[config.mk]
export PLATFORM = sky130hd
export DESIGN_NAME = div_iter_ctrl
export DESIGN_NICKNAME = d
export VERILOG_FILES = /design/src/rtl/div_iter_ctrl.sv
export SDC_FILE = /design/constraint.sdc
export NUM_CORES = 1
export LEC_CHECK = 0
export CORE_UTILIZATION = 35
export DETAILED_ROUTE_END_ITERATION = 6
export PLACE_DENSITY = 0.52
export SETUP_SLACK_MARGIN = 0.4
export SYNTH_ARGS = -nofsm -noshare
export SYNTH_HDL_FRONTEND = slang
export SYNTH_SLANG_ARGS = --single-unit
[constraint.sdc]
create_clock -name clk -period 3.66 [get_ports clk]
set_input_delay 0.732 -clock clk [delete_from_list [all_inputs] [get_ports clk]]
set_output_delay 0.732 -clock clk [all_outputs]
set_load 0.01 [all_outputs]
[src/rtl/div_iter_ctrl.sv]
// div_iter_ctrl
//   Multi-cycle integer divider for the EX stage. It accepts one signed or
//   unsigned div/mod request, runs a radix-2 restoring division on operand
//   magnitudes (one quotient bit per cycle, MSB first), applies the result
//   signs and returns quotient and remainder together.
//
// Ports
//   clk, reset         clock, synchronous active-high reset
//   flush              cancels any in-flight operation (ertn / exception)
//   req_valid/ready    request handshake; ready = IDLE & ~flush
//   req_signed         1 = div.w/mod.w, 0 = div.wu/mod.wu
//   req_src1/src2      dividend / divisor, sampled at the handshake edge only
//   resp_valid/ready   response handshake; result held while not taken
//   resp_quot/rem      quotient / remainder (remainder sign follows dividend)
//   busy               controller is not idle
//
// state | meaning
// IDLE  | waiting for a request
// CALC  | one restoring-division step per cycle, DATA_W steps
// FIX   | apply quotient/remainder signs, register the result
// DONE  | result presented until resp_ready or flush
module div_iter_ctrl #(
  parameter int DATA_W = 32
) (
  input  logic              clk,
  input  logic              reset,
  input  logic              flush,
  input  logic              req_valid,
  output logic              req_ready,
  input  logic              req_signed,
  input  logic [DATA_W-1:0] req_src1,
  input  logic [DATA_W-1:0] req_src2,
  output logic              resp_valid,
  input  logic              resp_ready,
  output logic [DATA_W-1:0] resp_quot,
  output logic [DATA_W-1:0] resp_rem,
  output logic              busy
);

  localparam int CNT_W = $clog2(DATA_W + 1);

  typedef enum logic [1:0] {IDLE, CALC, FIX, DONE} state_t;

  state_t            state;
  logic              sign_q;
  logic              sign_r;
  logic [DATA_W-1:0] divisor_q;
  logic [DATA_W-1:0] rem_q;
  // Holds the dividend magnitude at start; dividend bits shift out of the
  // top while quotient bits shift in at the bottom, so it ends as the quotient.
  logic [DATA_W-1:0] dq_q;
  logic [CNT_W-1:0]  iter_q;

  logic [DATA_W-1:0] src1_abs;
  logic [DATA_W-1:0] src2_abs;
  logic [DATA_W:0]   trial;
  logic              trial_ge;
  logic [DATA_W-1:0] rem_next;

  assign req_ready = (state == IDLE) & ~flush;
  assign busy      = (state != IDLE);

  always_comb begin
    src1_abs = (req_signed & req_src1[DATA_W-1]) ? -req_src1 : req_src1;
    src2_abs = (req_signed & req_src2[DATA_W-1]) ? -req_src2 : req_src2;
    // Trial kept one bit wider than the operands: with unsigned divisors
    // above 2^(DATA_W-1) the shifted remainder can exceed DATA_W bits.
    trial    = {rem_q, dq_q[DATA_W-1]};
    trial_ge = (trial >= {1'b0, divisor_q});
    // The difference is always below the divisor, so the low DATA_W bits
    // of the subtraction are exact.
    rem_next = trial_ge ? (trial[DATA_W-1:0] - divisor_q) : trial[DATA_W-1:0];
  end

  always_ff @(posedge clk) begin
    if (reset) begin
      state      <= IDLE;
      resp_valid <= 1'b0;
      resp_quot  <= '0;
      resp_rem   <= '0;
      sign_q     <= 1'b0;
      sign_r     <= 1'b0;
      divisor_q  <= '0;
      rem_q      <= '0;
      dq_q       <= '0;
      iter_q     <= '0;
    end else if (flush && (state != IDLE)) begin
      // Results are discarded; resp_quot/resp_rem keep their last value.
      state      <= IDLE;
      resp_valid <= 1'b0;
    end else begin
      case (state)
        IDLE: begin
          if (req_valid && req_ready) begin
            sign_q    <= req_signed & (req_src1[DATA_W-1] ^ req_src2[DATA_W-1]);
            sign_r    <= req_signed & req_src1[DATA_W-1];
            dq_q      <= src1_abs;
            divisor_q <= src2_abs;
            rem_q     <= '0;
            iter_q    <= '0;
            if (req_src2 == '0) begin
              resp_quot  <= '1;
              resp_rem   <= req_src1;
              resp_valid <= 1'b1;
              state      <= DONE;
            end else begin
              state <= CALC;
            end
          end
        end
        CALC: begin
          rem_q  <= rem_next;
          dq_q   <= {dq_q[DATA_W-2:0], trial_ge};
          iter_q <= iter_q + CNT_W'(1);
          if (iter_q == CNT_W'(DATA_W - 1)) begin
            state <= FIX;
          end
        end
        FIX: begin
          resp_quot  <= sign_q ? -dq_q : dq_q;
          resp_rem   <= sign_r ? -rem_q : rem_q;
          resp_valid <= 1'b1;
          state      <= DONE;
        end
        DONE: begin
          if (resp_ready) begin
            resp_valid <= 1'b0;
            state      <= IDLE;
          end
        end
        default: begin
          state      <= IDLE;
          resp_valid <= 1'b0;
        end
      endcase
    end
  end

endmodule
==> run metrics <==
status complete, no violations; ys async rst share 0%; H-tree Lvls 4; routed vias/inst 5.33; Clock transition at path regs 0.08 ns; mapped cell area 11100 um^2; CTS buffer count 17; remaining global-route overflow 0; Starting Density 36.0%; FF-to-FF path depth 10; sequential power share 29.2%; synth unique cells 70; Layout fillers 3130; Mapped Cells 1447; Max Cap Viol 0; Non-Filler Instances 1971; placer congestion estimate 0.859; PwrDens 560 nW/um^2; fin crit share 85.0%; dominant synthesized flop cell dfxtp_1; Final HPWL DP 24.9 mm; crit path time final 3.11 ns; Clock power frac 24.8%; initial antenna violation count 0; Slew headroom 40.1%; warnings from Yosys 0; drt initial violations 863; Antenna Cells 0; drt drc 0; Core ar. 31000 um^2; crit-path leading delay family compound AO/OA/AOI/OAI gates; RSZ-0062 raised after global routing false; routed via count 10506; R2R Setup Slk 0.55 ns; largest net degree at the start of global routing 76; first drt pass iteration count 5; internal power 4650 uW; syn nets 1560; worst skew pair latency 0.44 ns; final net count 1676; crit start category flop; Switching Fraction 40.1%; die area 32600 um^2; Fin Clk Skew 0.0117 ns; Critical Path AT 3.45 ns; Post-synth EDFFs 0; Setup crit end kind flop; GRT Overall Usage 20.1%; critical path type reg2reg; Detail Route Antenna Nets 0; final instance area 13900 um^2; Std-Cell Rows 64; WHS Path Cells 2; Bufs and invs on worst path 1; first-pass GRT wire length 53.1 mm; Worst VDD drop 386 uV; Ports 137; Hold Violations, Final 0; LEAKAGE 0.00530 uW; crit path cell chain ha_1 -> a21oi_1 -> o21ai_0 -> a31oi_1 -> o21ai_0 -> a21oi_1 -> a21o_1 -> buf_4 -> mux2_1 -> a22o_1; Min-Delay Path Class reg2reg; final core occ 44.7%; Sink Count 171; R2R Path Start rem_q[21]$_SDFFE_PP0P_; syn_area_per_cell 7.70 um^2; setup TNS 0 ns; Worst Hold Launch resp_rem[2]$_SDFFE_PP0P_; RR Endpoint rem_q[22]$_SDFFE_PP0P_; fmax 321 MHz; DR WL/cell 16.8 um; Sw Pwr 3120 uW; register area share after synthesis 30.7%; synthesized flop and latch total 171; share of layout cells above drive strength 1 8.13%; slowest library cell on the worst path dfxtp_1; crit-path max FO 8; critical path required time 3.99 ns; WHS Endpoint resp_rem[2]$_SDFFE_PP0P_; vias in the first global route 9842; CTS root buffer clkbuf_16; Port Buffers 136; max-slew violations 0; overall routed net length 33.1 mm; Chip Width 180 um; endpoints failing setup 0; Combinational Power Share 46.0%; Max Root-Sink Buffers 2; TritonCTS clock tree yes; CP peak stage delay 0.50 ns; cts hold-fix bufs 0; Post-DP Area 13100 um^2; Slew @ Worst Pin 0.895 ns; Area Growth Syn to Fin 24.3%; DIE HEIGHT 180 um; Placed Cells 1932
[tightest hold or removal path: stages, from the launching register on]
cell and delay, ns:
dfxtp_1 0.31, nand2_1 0.05, a21oi_1 0.05
[registers in the layout (all words and copies together), names as in the netlist]
name	cells
divisor_q	32
state	2
sign_q	1
resp_rem	32
iter_q	6
sign_r	1
dq_q	32
resp_quot	32
rem_q	32
resp_valid	1
[Yosys cell counts, types with 4 or more instances]
master,number,area [um^2]
nor3_1,28,140
a32oi_1,7,61.3
a311oi_1,19,166
a211oi_1,46,345
dfxtp_1,171,3420
a21oi_1,92,460
o41ai_1,12,105
or2_2,6,37.5
inv_1,58,218
xor2_1,88,771
or4_1,9,67.6
clkbuf_1,74,278
xnor2_1,56,490
o21ai_1,5,25.0
o21ai_0,85,425
or3_1,16,100
mux2i_1,37,370
nor4_1,12,75.1
a31oi_1,38,238
nor2b_1,7,43.8
buf_2,12,60.1
nor2_1,123,462
o211ai_1,25,188
a2111oi_0,4,35.0
o21bai_1,5,37.5
and3_1,5,31.3
a21o_1,21,158
nand2b_1,8,50.1
buf_1,7,26.3
nand4_1,11,68.8
o22ai_1,16,100
and2_1,4,25.0
ha_1,42,526
nand3_1,47,235
nand2_1,188,706
o31ai_1,15,113
[cell usage in the layout (no fill, tap or decap), types with 45 or more instances in the layout]
cell type,instances
inv_1,58
nand2_1,188
clkdlybuf4s50_1,135
buf_4,49
xnor2_1,56
a211oi_1,45
nand3_1,46
a21oi_1,91
xor2_1,88
dfxtp_1,171
nor2_1,121
o21ai_0,84
[timing repair]
action,CTS,global route
cloned,0,3
gates resized for setup,1,11
pin swaps,3,4
buffers inserted,2,3
endpoints found under the setup margin,4,95
[cells by family (layout without fill, tap and decap cells)]
group,after synthesis,after routing,synth area share [%]
xor gates and xnor gates,144,144,11.3
muxes,38,38,3.42
adders and majority gates,43,43,4.89
DFF,171,171,30.7
buffers and inverters,155,283,5.46
AOI/OAI and AO/OA,417,417,24.5
and+or+nand+nor,479,479,19.7
[worst max-delay path by stage]
stage | cells after the start | slack, ns | end | from
2_1_floorplan | 12 | 0.71 | rem_q[25]$_SDFFE_PP0P_ | divisor_q[1]$_SDFFE_PP0P_
3_3_place_gp | 12 | 0.18 | resp_quot[28]$_SDFFE_PP0P_ | req_src2[19]
3_5_place_dp | 12 | 0.11 | resp_quot[2]$_SDFFE_PP0P_ | req_src2[19]
4_1_cts | 11 | 0.45 | rem_q[25]$_SDFFE_PP0P_ | divisor_q[1]$_SDFFE_PP0P_
5_1_grt | 11 | 0.38 | rem_q[25]$_SDFFE_PP0P_ | divisor_q[1]$_SDFFE_PP0P_
6_report | 10 | 0.55 | rem_q[22]$_SDFFE_PP0P_ | rem_q[21]$_SDFFE_PP0P_
[final cells by class]
type	count	area, um^2	share of cell area, %
sequential	171	3420	24.7
clock buffer	17	425	3.07
clock inverter	14	173	1.25
tap	396	495	3.57
timing repair buffer	194	1930	14.0
multi-input combinational	1121	7190	51.9
inverter	58	218	1.57
[power groups by stage]
| stage | registers (uW) | logic, uW | clock network, uW |
|---|---|---|---|
| 4_1_cts | 2270 | 3530 | 1960 |
| 3_5_place_dp | 2320 | 3490 | 0 |
| 6_report | 2270 | 3570 | 1920 |
| 3_3_place_gp | 2310 | 3480 | 0 |
| 2_1_floorplan | 2280 | 2520 | 0 |
| 5_1_grt | 2300 | 3940 | 2030 |
[routing by layer]
layer / up-vias / share of wire, % / global-route usage, %
li1: 5431 / - / -
met1: 4856 / 48 / 26.8
met2: 190 / 47 / 33.6
met3: 29 / 2.9 / 2.73
met4: 0 / 1.9 / 5.81
met5: - / 0 / 0
[per-stage QoR]
| step | hold slack, ns | power [uW] | setup WS (ns) |
|---|---|---|---|
| finish | 0.458 | 7770 | 0.547 |
| global route | 0.479 | 8270 | 0.376 |
| CTS | 0.459 | 7770 | 0.447 |
| detailed placement | 0.449 | 5800 | 0.114 |
| global placement | 0.441 | 5790 | 0.182 |
| floorplan | 0.432 | 4790 | 0.709 |
Power figures use the tool's default switching activity.
